File: src/rtl/sha256_round_stage_pipeline.sv
// rtl/sha256_round_stage_pipeline.sv - one SHA-256 compression round with a 2-entry skid output buffer
//
// Purpose:
//    Applies a single SHA-256 round (constant ROUND_K, word W_t = block_in[31:0])
//    to the working variables on state_in. Along with the new state, the block
//    forwards the message-schedule window without its oldest word. Each result
//    is captured into a main/skid register pair. in_ready therefore comes from
//    a flop, and throughput stays at one transaction per cycle.
//
// Ports:
//    CLK        in   1    clock, rising edge
//    RST        in   1    asynchronous active-low reset
//    in_valid   in   1    state_in/block_in carry a transaction
//    in_ready   out  1    stage accepts this cycle (registered, == !skid_full)
//    state_in   in   256  {a,b,c,d,e,f,g,h}, a in [255:224]
//    block_in   in   384  schedule window, W_t in [31:0], oldest word in [383:352]
//    out_valid  out  1    state_out/block_out carry a transaction
//    out_ready  in   1    downstream accepts this cycle
//    state_out  out  256  working variables after the round
//    block_out  out  352  block_in[351:0] of the same transaction

module sha256_round_stage_pipeline #(
   parameter logic [31:0] ROUND_K = 32'hbf597fc7
) (
   input  logic         CLK,
   input  logic         RST,
   input  logic         in_valid,
   output logic         in_ready,
   input  logic [255:0] state_in,
   input  logic [383:0] block_in,
   output logic         out_valid,
   input  logic         out_ready,
   output logic [255:0] state_out,
   output logic [351:0] block_out
);

   localparam int ENTRY_W = 608;

   typedef enum logic [1:0] {
      BUF_EMPTY = 2'd0,
      BUF_ONE   = 2'd1,
      BUF_TWO   = 2'd2
   } buf_state_e;

   buf_state_e           buf_state_q, buf_state_d;
   logic [ENTRY_W-1:0]   main_q, main_d;
   logic [ENTRY_W-1:0]   skid_q, skid_d;
   logic                 in_ready_q, in_ready_d;

   logic [31:0] a, b, c, d, e, f, g, h, w_t;
   logic [31:0] s0, s1, ch, maj, t1, t2;
   logic [ENTRY_W-1:0] round_entry;
   logic               accept, drain;

   // The oldest window word is consumed by the schedule stage upstream only.
   logic unused_oldest_word;
   assign unused_oldest_word = ^block_in[383:352];

   // Round arithmetic, purely combinational on the input transaction.
   always_comb begin
      {a, b, c, d, e, f, g, h} = state_in;
      w_t = block_in[31:0];
      s1  = {e[5:0], e[31:6]} ^ {e[10:0], e[31:11]} ^ {e[24:0], e[31:25]};
      s0  = {a[1:0], a[31:2]} ^ {a[12:0], a[31:13]} ^ {a[21:0], a[31:22]};
      ch  = (e & f) ^ (~e & g);
      maj = (a & b) ^ (a & c) ^ (b & c);
      t1  = h + s1 + ch + ROUND_K + w_t;
      t2  = s0 + maj;
      round_entry = {t1 + t2, a, b, c, d + t1, e, f, g, block_in[351:0]};
   end

   assign out_valid = (buf_state_q != BUF_EMPTY);
   assign in_ready  = in_ready_q;
   assign accept    = in_valid & in_ready_q;
   assign drain     = out_valid & out_ready;
   assign state_out = main_q[ENTRY_W-1:352];
   assign block_out = main_q[351:0];

   always_comb begin
      buf_state_d = buf_state_q;
      main_d      = main_q;
      skid_d      = skid_q;
      unique case (buf_state_q)
         BUF_EMPTY: begin
            if (accept) begin
               main_d      = round_entry;
               buf_state_d = BUF_ONE;
            end
         end
         BUF_ONE: begin
            if (accept && drain) begin
               // Main is emptied and refilled on the same edge; skid stays unused.
               main_d = round_entry;
            end else if (accept) begin
               skid_d      = round_entry;
               buf_state_d = BUF_TWO;
            end else if (drain) begin
               buf_state_d = BUF_EMPTY;
            end
         end
         BUF_TWO: begin
            // in_ready is low here, so only a drain can change anything.
            if (drain) begin
               main_d      = skid_q;
               buf_state_d = BUF_ONE;
            end
         end
         default: begin
            buf_state_d = BUF_EMPTY;
         end
      endcase
      // Registered ready: next cycle may accept unless the skid will be occupied.
      in_ready_d = (buf_state_d != BUF_TWO);
   end

   always_ff @(posedge CLK or negedge RST) begin
      if (!RST) begin
         buf_state_q <= BUF_EMPTY;
         main_q      <= '0;
         skid_q      <= '0;
         in_ready_q  <= 1'b0;
      end else begin
         buf_state_q <= buf_state_d;
         main_q      <= main_d;
         skid_q      <= skid_d;
         in_ready_q  <= in_ready_d;
      end
   end

endmodule

File: config.mk
export PLATFORM = sky130hd
export DESIGN_NAME = sha256_round_stage_pipeline
export DESIGN_NICKNAME = d
export VERILOG_FILES = /design/src/rtl/sha256_round_stage_pipeline.sv
export SDC_FILE = /design/constraint.sdc
export NUM_CORES = 2
export LEC_CHECK = 0
export ABC_CLOCK_PERIOD_IN_PS = 3000
export CELL_PAD_IN_SITES_DETAIL_PLACEMENT = 1
export CELL_PAD_IN_SITES_GLOBAL_PLACEMENT = 1
export CORE_AREA = 2 2 485 487
export CTS_CLUSTER_DIAMETER = 200
export DETAILED_ROUTE_END_ITERATION = 12
export DIE_AREA = 0 0 487 489
export GPL_ROUTABILITY_DRIVEN = 0
export PLACE_DENSITY = 0.64
export SYNTH_ARGS = -nofsm -noshare
export SYNTH_HDL_FRONTEND = slang
export SYNTH_SLANG_ARGS = --single-unit
File: constraint.sdc
create_clock -name CLK -period 3 [get_ports CLK]
set_input_delay 0.45 -clock CLK [delete_from_list [all_inputs] [get_ports CLK]]
set_output_delay 0.45 -clock CLK [all_outputs]
set_load 0.05 [all_outputs]
==> results.cfg <==
[outcome]
violations = setup timing
status = finished with violations

[synthesis]
synth_nets = 7929
postSynthCellCount = 7067
synthDistinctLibCells = 73
synth.area.top_cells = dfrtp_1 51%, nand2_1 18%, a31oi_1 6.1%
yosysMostFrequentCell = nand2_1
ys.flop_type = dfrtp_1
synth_seq_cells = 1219
syn_avg_cell_area_um2 = 8.39
ys_warn_count = 0
yosysTopAreaCell = dfrtp_1
yosys-top-cells-count = 2921 x nand2_1, 1219 x dfrtp_1, 649 x nor2_1
syn_area_mm2 = 0.0593
synth_edf_count = 0
synthArstFlopShare_pct = 100
ys_seq_area_share_pct = 51.4
synth_top_area_share_pct = 51.4

[worst_setup_path]
critPathLaunchType = input port
critPathArrivalTime_ns = 6.68
endpoint_kind = flip-flop
crit_buf_inv = 5
cpPeakStageDelay_ns = 0.52
crit_fanout = 4
reg2regPathDepth = 5
worstSetupPathType = input port to flip-flop
r2r-start = buf_state_q[0]
rrSetupSlack_ns = 0.51
crit_family = adder cells
cp.depth = 29
cp_slowest_cell = fa_1
regToRegEndpoint = main_q[10]
critical_path_required_ns = 3.70

[route]
drc = 0
highest_layer = met5
wl_met1_mm = 120
drt-wirelength-per-cell_um = 24.7
drt_iter0_markers = 3658
drt-total-wl_mm = 297
met3_length_mm = 22.1
dr.pass1.iters = 5
avgViaCountPerCell = 4.85
num_vias = 58514
ant_nets = 0
wl_met2_mm = 139

[floorplanning]
io_pins = 1254
die_w_um = 487
die_h_um = 489
start_util_pct = 25.4
die_area_mm2 = 0.238
rows = 178
coreArea_mm2 = 0.234

[global_routing]
grt-ovfl-total = 0
grt_usage_pct = 23.8
grt_pass1_vias = 61933
grt_first_pass_wirelength_mm = 423
antenna_found_initial = 78
grt_start_max_net_pins = 130

[finish]
areaGrowthSynthToFinish_pct = 52.2
final_nets = 9668
drive_above_1_share_pct = 18.2
fin_util_pct = 38.6

[cts]
cts_tree = built
clock_latency_ns = 0.81
cts.reportedPaths.clkPinSlew_ns = 0.06
cts_htree_levels = 4
root_buffer = clkbuf_16
cts_sinks = 1219
numCtsBuffers = 152
clockBufferDepth = 3

[timing]
fin_crit_ns = 5.98
timing_hold_violations_final = 0
finalCritPeriodShare_pct = 199
skew_ns = 0.0394
maxSlewViolCount = 0
tightest_slew_ns = 1.05
slew_headroom_pct = 30.1
setup_slack_ns = -2.98
finalSetupViolCount = 120
fmaxAchievable_ghz = 0.167
rsz0062_at_grt = yes

[place]
portBuffers = 1221
dp_hpwl_mm = 219
pre_cts_ws_ns = -4.35

[min_path]
hp-class = input port to flip-flop
holdPathStages = 3
min-delay-start = block_in[16]
hold_end = skid_q[16]

[run]
max-cap-violations = 0
## cell type report
class | count | area, um2
clock inverters | 54 | 587
diodes | 66 | 165
fillers | 26896 | 143000
repair buffers | 2071 | 20200
well taps | 3060 | 3830
clock buffers | 221 | 4540
inverters | 194 | 753
multi-input cells | 5168 | 29700
flip-flops and latches | 1219 | 30500
## worst reg2reg max path, stage by stage (launching register included)
cell and delay [ns]:
dfrtp_1 0.50, nand2b_4 0.48, buf_4 0.56, nand2_1 0.14
dlygate4sd3_1 0.57, a31oi_1 0.16
## metrics by stage
| step | TNS (ns) | area [um2] | hold WS (ns) | instances |
|---|---|---|---|---|
| after detailed placement | -419.51 | 81000 | 0.462 | 11591 |
| after floorplan | -248.65 | 60200 | 0.154 | 7067 |
| after CTS | -241.45 | 88400 | 0.00188 | 11933 |
| final | -262.66 | 90300 | 0.0455 | 12053 |
| after global placement | -405.41 | 81000 | 0.451 | 11591 |
| after global routing | -276.68 | 90200 | 0.0214 | 12042 |
## layout by cell type, fill, tap and decap left out, types with 21 or more instances in the layout
| cell type | instances |
|---|---|
| ha_4 | 69 |
| o21ai_0 | 60 |
| nor2_1 | 630 |
| buf_4 | 658 |
| a31oi_1 | 579 |
| inv_1 | 127 |
| diode_2 | 66 |
| nand2_1 | 2883 |
| clkbuf_1 | 25 |
| clkinv_2 | 25 |
| fa_1 | 75 |
| dlygate4sd2_1 | 25 |
| inv_2 | 59 |
| o21ai_1 | 39 |
| dfrtp_1 | 1219 |
| nand2_2 | 30 |
| clkdlybuf4s50_1 | 1153 |
| clkbuf_8 | 41 |
| buf_12 | 102 |
| a21oi_2 | 48 |
| ha_1 | 52 |
| xnor2_1 | 90 |
| o21ai_2 | 24 |
| xor2_1 | 50 |
| a21oi_1 | 48 |
| mux2_2 | 21 |
| xnor2_2 | 33 |
| a21o_1 | 58 |
| buf_6 | 84 |
| clkbuf_16 | 155 |
## flip-flops by register name, summed over array words and instances (netlist names)
signal and count:
in_ready 1, main_q 608, buf_state_q 2, skid_q 608
## cells by family after synthesis
family,Yosys count,share of synthesized area [%]
muxes,40,0.734
buffers and inverters,680,4.32
and+or+nand+nor,3696,23.9
adders and majority gates,231,6.01
AOI/OAI and AO/OA,982,10.3
DFF,1219,51.4
xor gates and xnor gates,219,3.26
## per-layer routing
| layer | track usage [%] | vias up |
|---|---|---|
| met5 | 0 | - |
| met4 | 12.4 | 40 |
| met3 | 6.94 | 597 |
| met2 | 38.3 | 1780 |
| met1 | 28.9 | 29792 |
| li1 | - | 26305 |
## worst max path at each step
stage                     slack, ns           from     endpoint
after floorplan               -3.09  state_in[117]  main_q[607]
after global placement        -4.18    block_in[1]  skid_q[606]
after detailed placement      -4.35    block_in[1]  skid_q[604]
after CTS                     -2.84    block_in[1]  main_q[600]
after global routing          -3.12  state_in[121]  main_q[598]
final                         -2.98  state_in[121]  main_q[598]
## repair_timing
action	in CTS	in global routing
setup buffers	65	62
hold buffers	7	9
gates resized for setup	442	309
endpoints found under the hold margin	67	9
pin swaps	240	293
endpoints found under the setup margin	123	121
Power is not shown: default switching activity piles up to over one toggle a cycle in this logic, so the estimate is an artifact.
